**config.mk**
```make
export PLATFORM = sky130hd
export DESIGN_NAME = div_seq_unit
export DESIGN_NICKNAME = d
export VERILOG_FILES = /design/src/rtl/div_seq_unit.sv
export SDC_FILE = /design/constraint.sdc
export NUM_CORES = 1
export LEC_CHECK = 0
export CORE_MARGIN = 1
export CORE_UTILIZATION = 50
export CTS_BUF_LIST = sky130_fd_sc_hd__clkbuf_4
export DETAILED_ROUTE_END_ITERATION = 8
export PLACE_DENSITY = 0.71
export SYNTH_ARGS = -nofsm -noshare
export SYNTH_HDL_FRONTEND = slang
export SYNTH_SLANG_ARGS = --single-unit
```
**constraint.sdc**
```tcl
create_clock -name clk_i -period 11.85 [get_ports clk_i]
set_input_delay 1.7775 -clock clk_i [delete_from_list [all_inputs] [get_ports clk_i]]
set_output_delay 1.7775 -clock clk_i [all_outputs]
set_load 0.01 [all_outputs]
```
**src/rtl/div_seq_unit.sv**
```systemverilog
// rtl/div_seq_unit.sv - iterative radix-2 restoring RV32M DIV/DIVU/REM/REMU unit
// Optional build macro DIV_FAST_SPECIAL_EN: finish divide-by-zero / signed overflow one cycle after start.
module div_seq_unit (
   input  logic        clk_i,
   input  logic        rst_i,
   input  logic        start_i,
   input  logic [1:0]  op_i,
   input  logic [31:0] rs1_data_i,
   input  logic [31:0] rs2_data_i,
   input  logic [4:0]  rd_addr_i,
   input  logic        kill_i,
   output logic        busy_o,
   output logic        done_o,
   output logic        rd_wren_o,
   output logic [4:0]  rd_addr_o,
   output logic [31:0] rd_data_o
);

   typedef enum logic [1:0] {S_IDLE, S_CALC, S_DONE} state_t;

   state_t      state_q, state_d;
   logic [5:0]  cnt_q, cnt_d;
   logic [31:0] rem_q, rem_d;
   logic [31:0] quo_q, quo_d;
   logic [31:0] dvs_q, dvs_d;
   logic [31:0] rs1_q, rs1_d;
   logic        is_rem_q, is_rem_d;
   logic        qneg_q, qneg_d;
   logic        rneg_q, rneg_d;
   logic        dz_q, dz_d;
   logic        ovf_q, ovf_d;
   logic [4:0]  rd_addr_q, rd_addr_d;
   logic [4:0]  rd_out_q, rd_out_d;
   logic [31:0] rd_data_q, rd_data_d;

   logic        op_signed;
   logic [31:0] abs_a, abs_b;
   logic [32:0] shifted, trial;
   logic [31:0] quo_res, rem_res;
   logic        finish;

   assign op_signed = ~op_i[0];
   assign abs_a     = (op_signed && rs1_data_i[31]) ? 32'd0 - rs1_data_i : rs1_data_i;
   assign abs_b     = (op_signed && rs2_data_i[31]) ? 32'd0 - rs2_data_i : rs2_data_i;

   // Dividend bits stream out of quo's MSB into rem while quotient bits fill quo's LSB.
   assign shifted = {rem_q, quo_q[31]};
   assign trial   = shifted - {1'b0, dvs_q};

   always_comb begin
      quo_res = qneg_q ? 32'd0 - quo_q : quo_q;
      rem_res = rneg_q ? 32'd0 - rem_q : rem_q;
      if (dz_q) begin
         quo_res = 32'hFFFF_FFFF;
         rem_res = rs1_q;
      end else if (ovf_q) begin
         quo_res = 32'h8000_0000;
         rem_res = 32'd0;
      end
   end

   always_comb begin
      state_d   = state_q;
      cnt_d     = cnt_q;
      rem_d     = rem_q;
      quo_d     = quo_q;
      dvs_d     = dvs_q;
      rs1_d     = rs1_q;
      is_rem_d  = is_rem_q;
      qneg_d    = qneg_q;
      rneg_d    = rneg_q;
      dz_d      = dz_q;
      ovf_d     = ovf_q;
      rd_addr_d = rd_addr_q;
      rd_out_d  = rd_out_q;
      rd_data_d = rd_data_q;
      finish    = 1'b0;

      if (kill_i) begin
         state_d = S_IDLE;
      end else begin
         case (state_q)
            S_IDLE: begin
               if (start_i) begin
                  state_d   = S_CALC;
                  cnt_d     = 6'd32;
                  rem_d     = 32'd0;
                  quo_d     = abs_a;
                  dvs_d     = abs_b;
                  rs1_d     = rs1_data_i;
                  is_rem_d  = op_i[1];
                  qneg_d    = op_signed & (rs1_data_i[31] ^ rs2_data_i[31]);
                  rneg_d    = op_signed & rs1_data_i[31];
                  dz_d      = (rs2_data_i == 32'd0);
                  ovf_d     = op_signed && (rs1_data_i == 32'h8000_0000)
                              && (rs2_data_i == 32'hFFFF_FFFF);
                  rd_addr_d = rd_addr_i;
               end
            end
            S_CALC: begin
               if (cnt_q == 6'd0) begin
                  finish = 1'b1;
               end else begin
                  cnt_d = cnt_q - 6'd1;
                  if (!trial[32]) begin
                     rem_d = trial[31:0];
                     quo_d = {quo_q[30:0], 1'b1};
                  end else begin
                     rem_d = shifted[31:0];
                     quo_d = {quo_q[30:0], 1'b0};
                  end
               end
`ifdef DIV_FAST_SPECIAL_EN
               if (dz_q || ovf_q) finish = 1'b1;
`else
`endif
               if (finish) begin
                  state_d   = S_DONE;
                  rd_data_d = is_rem_q ? rem_res : quo_res;
                  rd_out_d  = rd_addr_q;
               end
            end
            S_DONE:  state_d = S_IDLE;
            default: state_d = S_IDLE;
         endcase
      end
   end

   always_ff @(posedge clk_i or posedge rst_i) begin
      if (rst_i) begin
         state_q   <= S_IDLE;
         cnt_q     <= 6'd0;
         rem_q     <= 32'd0;
         quo_q     <= 32'd0;
         dvs_q     <= 32'd0;
         rs1_q     <= 32'd0;
         is_rem_q  <= 1'b0;
         qneg_q    <= 1'b0;
         rneg_q    <= 1'b0;
         dz_q      <= 1'b0;
         ovf_q     <= 1'b0;
         rd_addr_q <= 5'd0;
         rd_out_q  <= 5'd0;
         rd_data_q <= 32'd0;
      end else begin
         state_q   <= state_d;
         cnt_q     <= cnt_d;
         rem_q     <= rem_d;
         quo_q     <= quo_d;
         dvs_q     <= dvs_d;
         rs1_q     <= rs1_d;
         is_rem_q  <= is_rem_d;
         qneg_q    <= qneg_d;
         rneg_q    <= rneg_d;
         dz_q      <= dz_d;
         ovf_q     <= ovf_d;
         rd_addr_q <= rd_addr_d;
         rd_out_q  <= rd_out_d;
         rd_data_q <= rd_data_d;
      end
   end

   assign busy_o    = (state_q != S_IDLE);
   assign done_o    = (state_q == S_DONE);
   assign rd_wren_o = (state_q == S_DONE) && (rd_out_q != 5'd0);
   assign rd_addr_o = rd_out_q;
   assign rd_data_o = rd_data_q;

endmodule

```
==> results of run 1 <==
[tightest hold or removal path: cells and delay by family, from the launching register on]
| family | cells | cell delay (ns) |
|---|---|---|
| flops | 1 | 0.38 |
| simple gates | 2 | 0.09 |
[kinds of logic (layout without fill, tap and decap cells)]
logic type                 after synthesis  after routing  share of synthesized area (%)
AOI/OAI and AO/OA                      479            479                          23.59
xor gates and xnor gates               143            143                          10.10
adders and majority gates               40             40                          4.096
buffers and inverters                  149            221                          4.560
DFF                                    183            183                          36.92
muxes                                    9              9                         0.7364
other                                    0              1                              0
and+or+nand+nor                        552            552                          20.00
[stage by stage]
stage	setup WS, ns	total power, µW	instance area, µm²	utilization [%]
6_report	7.441	3162	14010	57.62
5_1_grt	7.276	3428	14010	57.62
4_1_cts	7.550	3146	14010	57.61
3_5_place_dp	6.898	2806	13750	56.53
3_3_place_gp	6.985	2773	13750	56.53
2_1_floorplan	5.100	2289	12400	-
[flip-flops by register name, summed over array words and instances (netlist names), 2 cells and up]
name / flops
cnt_q: 6
dvs_q: 32
quo_q: 32
rd_addr_o: 5
rd_addr_q: 5
rd_data_o: 32
rem_q: 32
rs1_q: 32
state_q: 2
[cell usage after synthesis, drive strengths merged, types with 15 or more instances]
master,n
nand2b,16
a21oi,92
ha,39
nand4,16
dfrtp,183
o31ai,33
a21o,15
o22ai,43
nand2,309
xnor2,72
nor3,27
nand3,19
clkbuf,75
o21ai,194
inv,60
xor2,71
and3,15
nor2,82
[power by group through the flow]
stage / sequential, µW / combinational [µW] / clock (µW)
after floorplan: 997 / 1290 / 0
after global placement: 1040 / 1730 / 0
after detailed placement: 1050 / 1750 / 0
after CTS: 1040 / 1760 / 345
after global routing: 1080 / 1980 / 367
final: 1040 / 1780 / 340
[cell type report]
class,instances,area (µm²)
Inverter,62,237.7
Clock buffer,17,127.6
Multi-Input combinational cell,1223,7286
Clock inverter,15,136.4
Antenna cell,1,2.502
Fill cell,2240,10310
Sequential cell,183,4579
Tap cell,324,405.4
Timing Repair Buffer,127,1239
[final timing paths]
check | start | slack [ns] | cells after the start | to
worst max-delay path | rs1_data_i[6] | 7.44 | 10 | quo_q[29]$_DFFE_PP0P_
worst min-delay path | rd_data_o[22]$_DFFE_PP0P_ | 0.48 | 2 | rd_data_o[22]$_DFFE_PP0P_
worst max register to register | quo_q[31]$_DFFE_PP0P_ | 8.02 | 13 | rem_q[4]$_DFFE_PP0P_
worst min register to register | rd_data_o[22]$_DFFE_PP0P_ | 0.48 | 2 | rd_data_o[22]$_DFFE_PP0P_
max in group asynchronous | rst_i | 8.61 | 3 | dvs_q[25]$_DFFE_PP0P_
min in group asynchronous | rst_i | 1.70 | 2 | rs1_q[7]$_DFFE_PP0P_
[per-layer routing]
layer  wire length (µm)  part of all wire [%]
met1              15700                    46
met2              15120                    44
met3               2528                   7.4
met4                643                   1.9
met5                  0                     0
==> reports/summary.log, run 1 <==
INFO  clocking       cts_sinks=183
INFO  pwr            clockPowerShare=10.8%
INFO  setup_path     critPathCaptureType=register
INFO  pwr            netsw=1494µW
INFO  setup_path     slowest_delay=0.70ns
INFO  floorplan      core_region_area=24320µm²
INFO  sta            post-route-period-util=37.21%
INFO  clocking       clockRootBuffer=sky130_fd_sc_hd__clkbuf_4
INFO  grt            grt_pass1_vias=10620
INFO  synthesis      synth.area.top_cells=sky130_fd_sc_hd__dfrtp_1 37%, sky130_fd_sc_hd__nand2_1 9.4%, sky130_fd_sc_hd__o21ai_0 7.7%
INFO  sta            final_max_slew_viol_count=0
INFO  cells_and_area layout_common_cells=309 x sky130_fd_sc_hd__nand2_1, 192 x sky130_fd_sc_hd__o21ai_0, 183 x sky130_fd_sc_hd__dfrtp_1
INFO  clocking       clock_tree.buffer_depth=2
INFO  synthesis      synth_enable_flop_cells=0
INFO  pwr            combPwrFrac=56.2%
INFO  route          detail_route.first_pass.iterations=8
INFO  pwr            internal_power=1668µW
INFO  synthesis      syn-mean-instance-area=7.976µm²
INFO  placement      detailed_place_hpwl=24610µm
INFO  synthesis      library_cell_occupying_the_most_area_in_the_post_synthesis_netlist=sky130_fd_sc_hd__dfrtp_1
INFO  synthesis      yosys.cell_types.count=68
INFO  sta            tightestPinTransition=1.163ns
INFO  pwr            peak_supply_drop=100.3µV
INFO  grt            globalRouteOverflowTotal=0
INFO  clocking       number_of_levels_the_h_tree_was_split_into=4
INFO  setup_path     crit_path_start_kind=input port
INFO  setup_path     worst_path_slowest_cell=sky130_fd_sc_hd__nor3b_1
INFO  sta            finalSetupViolCount=0
INFO  route          vias_per_cell=5.846
INFO  setup_path     path_delay_family=simple AND/OR/NAND/NOR gates
INFO  synthesis      synth_sequential_area_ratio=36.92%
INFO  grt            busiest_layer=met2
INFO  min_path       holdCritPathClass=reg2reg
INFO  grt            groute.layer.met1.usage=39.15%
INFO  pwr            power.sequential.fraction=33.0%
INFO  route          vias=11410
INFO  grt            globalRouteTotalUtil=27.12%
INFO  sta            hold_violations=0
INFO  route          wirelength=33990µm
INFO  setup_path     timing.critical_path.cells=clkdlybuf4s50_1 > or4_1 > nor4_1 > nor2b_1 > nand2_1 > nor3b_1 > a21oi_1 > xor2_1 > o22ai_1 > o21ai_0
INFO  setup_path     timing.setup.critical_path_class=in2reg
INFO  floorplan      std_cell_rows=57
INFO  placement      dp.cells=1919
INFO  sta            max_freq=226.8MHz
INFO  run            cap_viol_max_count=0
INFO  cells_and_area final_cells=1952
INFO  clocking       tritoncts_clock_tree=yes
INFO  synthesis      cell_area_synth=12400µm²
INFO  grt            grt_start_max_net_pins=107
INFO  grt            globalRouteMet2Util=42.32%
INFO  synthesis      synth_top_area_share=36.92%
INFO  clocking       cts_post_setup_buffers_inserted=0
INFO  setup_path     critPathBufInv=1
INFO  cells_and_area syn_to_final_growth=12.98%
INFO  grt            antenna_violations_before_repair=2
INFO  clocking       holdBufCountCts=0
INFO  route          wire_per_inst=17.41µm
INFO  synthesis      number_of_cells_produced_by_synthesis=1555
INFO  floorplan      chipHeight=159.5µm
INFO  clocking       clk-insertion-delay-late=0.60ns
INFO  cells_and_area layout.nets=1729
INFO  synthesis      ys.warnings.count=0
INFO  placement      gp_congestion=0.8942
INFO  sta            finClkSkew=0.03674ns
INFO  floorplan      floorplan.initialDensity=51.00%
INFO  grt            grt_first_pass_wirelength=55990µm
INFO  sta            rsz_0062_raised_after_global_routing=no
INFO  sta            setup_total_negative_slack=0ns
INFO  pwr            total_leakage_power=0.006092µW
INFO  status         run_status=complete, no violations
INFO  synthesis      synth_top_flop_cell=sky130_fd_sc_hd__dfrtp_1
INFO  setup_path     timing.critical_path.required=12.33ns
INFO  floorplan      design.portCount=115
INFO  route          antenna_violating_nets_post_route=0
INFO  cells_and_area share_of_final_layout_standard_cells_stronger_than_drive_strength_1=3.749%
INFO  route          post-route-drc-count=0
INFO  pwr            pwr_density_cell=225.6nW/µm²
INFO  clocking       cts_made_buffers=17
INFO  floorplan      die_width=159.5µm
INFO  floorplan      fp.dieArea=25440µm²
INFO  sta            slew_headroom=21.98%
INFO  pwr            power.share.switching=47.25%
INFO  synthesis      syn-num-nets=1670
INFO  sta            post-route-min-period=4.409ns
INFO  synthesis      postSynthRegisterBits=183
INFO  cells_and_area mostFrequentLayoutCell=sky130_fd_sc_hd__nand2_1
INFO  setup_path     cp_data_arrival_time=4.89ns
INFO  setup_path     worst-path-max-fanout=6
INFO  grt            use_met3=4.064%
INFO  clocking       cts_resized=0
INFO  synthesis      synth_async_sr_flop_share=100.0%
INFO  clocking       clkTransAtPathRegs=0.17ns
INFO  sta            hold_slack=0.4835ns
INFO  placement      placement.io_buffers=114
INFO  route          drt_iter0_drc=904
Note: power is estimated with default switching activity, not from simulation.
==> run 2: changes to the inputs <==
==> constraint.sdc (replaced) <==
create_clock -name clk_i -period 4.15 [get_ports clk_i]
set_input_delay 0.6225 -clock clk_i [delete_from_list [all_inputs] [get_ports clk_i]]
set_output_delay 0.6225 -clock clk_i [all_outputs]
set_load 0.01 [all_outputs]
==> run 2 against run 1 <==
  * Sequential share of layout area shrank 0.37 points
  * Largest cell class unchanged
  * Critical endpoint is now rem_q[23]$_DFFE_PP0P_
  * Wire length grew 0.92%
  * Clock power grew to 3.0 times the previous value
  * Critical path depth shrank 1
==> reports/summary.log, run 2 (synthesis gave the netlist of run 1 again) <==
INFO  status         run_status=complete, no violations
INFO  placement      postPlaceCellArea=13890µm²
INFO  setup_path     path_delay_family=compound AO/OA/AOI/OAI gates
INFO  floorplan      core_region_area=24320µm²
INFO  sta            hold_violations=0
INFO  sta            slew_headroom=24.48%
INFO  route          detail_route.first_pass.iterations=5
INFO  grt            grt_start_max_net_pins=63
INFO  clocking       cts_made_buffers=17
INFO  clocking       cts_sinks=183
INFO  pwr            power.share.switching=46.92%
INFO  placement      detailed_place_hpwl=25320µm
INFO  sta            setup_total_negative_slack=0ns
INFO  route          post-route-drc-count=0
INFO  setup_path     crit_path_start_kind=register
INFO  clocking       cts_resized=0
INFO  pwr            pwr_density_cell=644.8nW/µm²
INFO  floorplan      die_width=159.5µm
INFO  sta            finClkSkew=0.03491ns
INFO  sta            rsz_0062_raised_after_global_routing=no
INFO  floorplan      std_cell_rows=57
INFO  pwr            total_leakage_power=0.006178µW
INFO  setup_path     worst_path_slowest_cell=sky130_fd_sc_hd__a2111oi_0
INFO  clocking       holdBufCountCts=0
INFO  grt            globalRouteTotalUtil=27.90%
INFO  min_path       holdCritPathClass=reg2reg
INFO  floorplan      chipHeight=159.5µm
INFO  pwr            combPwrFrac=56.3%
INFO  floorplan      fp.dieArea=25440µm²
INFO  route          drt_iter0_drc=901
INFO  grt            grt_first_pass_wirelength=57080µm
INFO  setup_path     timing.critical_path.required=4.66ns
INFO  route          wire_per_inst=17.47µm
INFO  cells_and_area syn_to_final_growth=14.26%
INFO  clocking       clockRootBuffer=sky130_fd_sc_hd__clkbuf_4
INFO  grt            grt_pass1_vias=10810
INFO  setup_path     cp_data_arrival_time=4.19ns
INFO  floorplan      floorplan.initialDensity=51.00%
INFO  sta            post-route-min-period=3.687ns
INFO  sta            tightestPinTransition=1.129ns
INFO  pwr            power.sequential.fraction=32.4%
INFO  setup_path     critPathCaptureType=register
INFO  clocking       tritoncts_clock_tree=yes
INFO  setup_path     timing.critical_path.cells=ha_1 > and4_1 > and4_1 > a22oi_1 > o21ai_0 > a2111oi_0 > a211o_1 > nand2_1 > o21ai_0
INFO  clocking       clkTransAtPathRegs=0.18ns
INFO  grt            antenna_violations_before_repair=1
INFO  placement      gp_congestion=0.9154
INFO  setup_path     critPathBufInv=0
INFO  route          antenna_violating_nets_post_route=0
INFO  setup_path     slowest_delay=0.91ns
INFO  route          vias=11550
INFO  cells_and_area fill_cells=2195
INFO  route          vias_per_cell=5.880
INFO  cells_and_area share_of_final_layout_standard_cells_stronger_than_drive_strength_1=4.515%
INFO  sta            finalSetupViolCount=0
INFO  setup_path     timing.setup.critical_path_class=reg2reg
INFO  sta            final_max_slew_viol_count=0
INFO  sta            max_freq=271.2MHz
INFO  cells_and_area post-route-cell-area=14170µm²
INFO  sta            post-route-period-util=88.84%
INFO  pwr            clockPowerShare=11.3%
INFO  clocking       clock_tree.buffer_depth=2
INFO  setup_path     worst-path-max-fanout=9
INFO  grt            globalRouteOverflowTotal=0
INFO  floorplan      design.portCount=115
INFO  pwr            internal_power=4851µW
INFO  placement      placement.io_buffers=114
INFO  pwr            netsw=4288µW
INFO  cells_and_area mostFrequentLayoutCell=sky130_fd_sc_hd__nand2_1
INFO  cells_and_area layout.nets=1741
INFO  clocking       clk-insertion-delay-late=0.60ns
INFO  clocking       number_of_levels_the_h_tree_was_split_into=4
INFO  clocking       cts_post_setup_buffers_inserted=0
INFO  run            cap_viol_max_count=0
INFO  pwr            peak_supply_drop=441.8µV
INFO  cells_and_area layout_common_cells=309 x sky130_fd_sc_hd__nand2_1, 192 x sky130_fd_sc_hd__o21ai_0, 183 x sky130_fd_sc_hd__dfrtp_1
INFO  route          wirelength=34310µm
==> run 2: cell types whose count changed in the layout (fill, tap and decap cells not counted) <==
cell,delta
sky130_fd_sc_hd__clkinv_1,-1
sky130_fd_sc_hd__bufinv_16,+1
sky130_fd_sc_hd__buf_4,+8
sky130_fd_sc_hd__clkinv_4,-2
sky130_fd_sc_hd__inv_8,-1
sky130_fd_sc_hd__inv_6,+1
sky130_fd_sc_hd__buf_12,+4
sky130_fd_sc_hd__clkinv_2,+1
sky130_fd_sc_hd__clkinvlp_4,+1
==> run 2: power by group through the flow <==
stage | registers (µW) | clock network, µW | logic [µW]
2_1_floorplan | 2850 | 0 | 3690
3_3_place_gp | 2960 | 0 | 5040
3_5_place_dp | 2990 | 0 | 5090
4_1_cts | 2950 | 1050 | 5110
5_1_grt | 3050 | 1120 | 5760
6_report | 2960 | 1030 | 5150
==> run 2: routing by layer <==
| metal | track usage (%) | up-vias | wire length, µm |
|---|---|---|---|
| li1 | - | 5632 | - |
| met1 | 40.09 | 5464 | 16100 |
| met2 | 42.77 | 407 | 15220 |
| met3 | 4.767 | 46 | 2173 |
| met4 | 8.741 | 0 | 808 |
| met5 | 0 | - | 0 |
==> run 2: final timing paths <==
path	start	endpoint	slack, ns	cells after the start
setup reg to reg	rem_q[13]$_DFFE_PP0P_	rem_q[23]$_DFFE_PP0P_	0.46	9
max in group asynchronous	rst_i	rem_q[21]$_DFFE_PP0P_	2.79	3
min in group asynchronous	rst_i	rd_data_o[5]$_DFFE_PP0P_	0.52	2
hold / removal	rd_addr_q[0]$_DFFE_PP0P_	rd_addr_o[0]$_DFFE_PP0P_	0.48	2
setup / recovery	rem_q[13]$_DFFE_PP0P_	rem_q[23]$_DFFE_PP0P_	0.46	9
hold reg to reg	rd_addr_q[0]$_DFFE_PP0P_	rd_addr_o[0]$_DFFE_PP0P_	0.48	2
==> run 2: per-stage QoR <==
stage	utilization [%]	setup WS [ns]	std cells	total power, µW	hold WS, ns
floorplan	-	1.066	1555	6536	0.4377
global placement	57.10	0.6131	1931	8005	0.4470
detailed placement	57.10	0.5380	1931	8084	0.4484
CTS	58.27	0.4858	1963	9119	0.4798
global route	58.28	0.1773	1964	9928	0.4825
finish	58.28	0.4633	1964	9139	0.4844
==> run 2: tightest hold or removal path: stages (launching register included) <==
cell and delay (ns):
sky130_fd_sc_hd__dfrtp_1 0.38, sky130_fd_sc_hd__nand2_1 0.05, sky130_fd_sc_hd__nand2_1 0.05
==> run 2: layout make-up <==
cell class,count,area (µm²),share of cell area [%]
repair buffers,139,1379,9.729
diodes,1,2.502,0.01766
inverters,62,236.5,1.669
well taps,324,405.4,2.860
clock buffers,17,127.6,0.9005
multi-input cells,1223,7286,51.41
clock inverters,15,156.4,1.104
flip-flops and latches,183,4579,32.31
==> run 3: changes to the inputs <==
--- a/config.mk
+++ b/config.mk
@@ -9,6 +9,7 @@
 export CORE_UTILIZATION = 50
 export CTS_BUF_LIST = sky130_fd_sc_hd__clkbuf_4
 export DETAILED_ROUTE_END_ITERATION = 8
+export GPL_TIMING_DRIVEN = 0
 export PLACE_DENSITY = 0.71
 export SYNTH_ARGS = -nofsm -noshare
 export SYNTH_HDL_FRONTEND = slang
==> run 3 against run 2 <==
  * Wire length up 14%
  * Total power up 1.9%
  * Flip-flop and latch count unchanged
  * Fmax about the same
  * Final cell count up 3.4%
  * Clock power about the same
  * First-iteration DRC count up 58%
  * Register-to-register slack about the same
  * Sequential power about the same
  * Critical path type unchanged
  * Largest power group unchanged
==> reports/summary.log, run 3 (synthesis gave the netlist of run 1 again) <==
INFO  floorplan      design.portCount=115
INFO  status         run_status=complete, no violations
INFO  placement      placement.io_buffers=114
INFO  cells_and_area post-route-cell-area=14330µm²
INFO  route          vias=12060
INFO  placement      dp.cells=1997
INFO  grt            globalRouteTotalUtil=31.50%
INFO  route          wire_per_inst=19.32µm
INFO  sta            rsz_0062_raised_after_global_routing=no
INFO  route          wirelength=39220µm
INFO  grt            grt_first_pass_wirelength=62850µm
INFO  setup_path     worst-path-max-fanout=10
INFO  setup_path     critPathCaptureType=register
INFO  clocking       clk-insertion-delay-late=0.63ns
INFO  run            cap_viol_max_count=0
INFO  route          detail_route.first_pass.iterations=6
INFO  cells_and_area fill_cells=2330
INFO  setup_path     crit_path_start_kind=register
INFO  cells_and_area syn_to_final_growth=15.52%
INFO  sta            finalSetupViolCount=0
INFO  pwr            pwr_density_cell=650.0nW/µm²
INFO  clocking       cts_sinks=183
INFO  floorplan      floorplan.initialDensity=51.00%
INFO  clocking       cts_post_setup_buffers_inserted=0
INFO  cells_and_area share_of_final_layout_standard_cells_stronger_than_drive_strength_1=3.343%
INFO  route          antenna_violating_nets_post_route=0
INFO  clocking       tritoncts_clock_tree=yes
INFO  sta            finClkSkew=0.03192ns
INFO  clocking       cts_made_buffers=17
INFO  floorplan      fp.dieArea=25440µm²
INFO  placement      detailed_place_hpwl=31100µm
INFO  grt            antenna_violations_before_repair=1
INFO  route          post-route-drc-count=0
INFO  route          drt_iter0_drc=1422
INFO  grt            globalRouteOverflowTotal=0
INFO  clocking       number_of_levels_the_h_tree_was_split_into=4
INFO  cells_and_area multi_input_comb_area=7258µm²
INFO  sta            hold_violations=0
INFO  sta            final_max_slew_viol_count=0
INFO  clocking       clockRootBuffer=sky130_fd_sc_hd__clkbuf_4
INFO  floorplan      std_cell_rows=57
INFO  placement      gp_congestion=0.9805
INFO  floorplan      core_region_area=24320µm²
INFO  pwr            total_leakage_power=0.006196µW
INFO  cells_and_area mostFrequentLayoutCell=sky130_fd_sc_hd__nand2_1
INFO  route          vias_per_cell=5.942
INFO  setup_path     timing.critical_path.required=4.63ns
INFO  pwr            total_power=9312µW
INFO  setup_path     cp_data_arrival_time=4.17ns
INFO  cells_and_area final_cells=2030
INFO  grt            grt_pass1_vias=11480
INFO  min_path       holdCritPathClass=in2async
INFO  cells_and_area layout_common_cells=309 x sky130_fd_sc_hd__nand2_1, 191 x sky130_fd_sc_hd__o21ai_0, 183 x sky130_fd_sc_hd__dfrtp_1
INFO  grt            grt_start_max_net_pins=44
INFO  floorplan      chipHeight=159.5µm
INFO  floorplan      die_width=159.5µm
INFO  cells_and_area seq_area=4579µm²
INFO  clocking       holdBufCountCts=0
INFO  sta            post-route-period-util=88.91%
INFO  sta            slew_headroom=33.22%
INFO  sta            max_freq=271.0MHz
INFO  sta            post-route-min-period=3.690ns
INFO  setup_path     timing.setup.critical_path_class=reg2reg
INFO  clocking       clock_tree.buffer_depth=2
INFO  clocking       clkTransAtPathRegs=0.20ns
INFO  placement      postPlaceCellArea=14030µm²
INFO  sta            tightestPinTransition=0.9995ns
INFO  cells_and_area layout.nets=1807
INFO  pwr            peak_supply_drop=254.9µV
## run 3: cell types whose count changed in the layout (fill, tap and decap cells not counted), moves of 2 or more
cell / delta
sky130_fd_sc_hd__buf_4: -21
sky130_fd_sc_hd__clkbuf_2: +4
sky130_fd_sc_hd__inv_6: -2
sky130_fd_sc_hd__clkinv_8: +2
sky130_fd_sc_hd__clkinv_4: +3
sky130_fd_sc_hd__clkinvlp_4: -2
sky130_fd_sc_hd__buf_2: +2
sky130_fd_sc_hd__clkbuf_1: +71
sky130_fd_sc_hd__buf_1: +9
## run 3: per-layer routing
| layer | up-vias | part of all wire [%] | global-route usage [%] |
|---|---|---|---|
| li1 | 5783 | - | - |
| met1 | 5653 | 42 | 41.01 |
| met2 | 533 | 48 | 52.74 |
| met3 | 93 | 6.9 | 4.506 |
| met4 | 0 | 3.4 | 12.54 |
| met5 | - | 0 | 0 |
## run 3: final timing paths
kind | startpoint | end | slack [ns] | depth (start not counted)
setup reg to reg | quo_q[31]$_DFFE_PP0P_ | rem_q[0]$_DFFE_PP0P_ | 0.46 | 14
min in group clk_i | rd_data_o[15]$_DFFE_PP0P_ | rd_data_o[15]$_DFFE_PP0P_ | 0.49 | 2
max in group asynchronous | rst_i | rd_data_o[12]$_DFFE_PP0P_ | 2.30 | 6
hold reg to reg | rd_data_o[15]$_DFFE_PP0P_ | rd_data_o[15]$_DFFE_PP0P_ | 0.49 | 2
setup / recovery | quo_q[31]$_DFFE_PP0P_ | rem_q[0]$_DFFE_PP0P_ | 0.46 | 14
hold / removal | rst_i | quo_q[5]$_DFFE_PP0P_ | 0.39 | 2
## run 3: timing repair
| item | CTS | global route |
|---|---|---|
| hold endpoints to repair | 0 | 0 |
| resized for setup | 1 | 6 |
| endpoints found under the setup margin | 18 | 23 |
## run 3: where the power goes
group          switching [µW]  internal [µW]  total, µW  leakage [µW]
registers                 645           2320       2970       0.00234
clock network             763            278       1040      0.000156
logic                    3090           2210       5300       0.00370
total                    4500           4810       9310       0.00620
## run 3: stage by stage
stage | util [%] | worst slack, ns | hold slack, ns | setup TNS, ns
finish | 58.91 | 0.4602 | 0.3936 | 0
global route | 58.91 | 0.1089 | 0.4395 | 0
CTS | 58.89 | 0.06824 | 0.3942 | 0
detailed placement | 57.70 | -0.08222 | 0.4543 | -0.2830
global placement | 57.38 | -0.3133 | 0.4492 | -54.26
floorplan | - | 1.066 | 0.4377 | 0
## run 3: critical path: stages (launching register included)
cell	delay, ns
sky130_fd_sc_hd__dfrtp_1	0.53
sky130_fd_sc_hd__inv_1	0.08
sky130_fd_sc_hd__ha_1	0.24
sky130_fd_sc_hd__fa_1	0.41
sky130_fd_sc_hd__nand2b_1	0.18
sky130_fd_sc_hd__a21o_1	0.20
sky130_fd_sc_hd__a21o_1	0.21
sky130_fd_sc_hd__o21ai_1	0.29
sky130_fd_sc_hd__a2111oi_0	0.20
sky130_fd_sc_hd__a211oi_1	0.26
sky130_fd_sc_hd__clkbuf_2	0.32
sky130_fd_sc_hd__clkbuf_2	0.32
sky130_fd_sc_hd__nor2_1	0.06
sky130_fd_sc_hd__a21oi_1	0.14
sky130_fd_sc_hd__o22ai_1	0.11
## run 3: final cells by class
| type | count | area share, % |
|---|---|---|
| Buffer | 87 | 2.358 |
| Tap cell | 324 | 2.829 |
| Timing Repair Buffer | 118 | 8.523 |
| Antenna cell | 1 | 0.01747 |
| Sequential cell | 183 | 31.96 |
| Inverter | 62 | 1.651 |
| Clock buffer | 17 | 0.8907 |
| Clock inverter | 15 | 1.109 |
| Multi-Input combinational cell | 1223 | 50.66 |
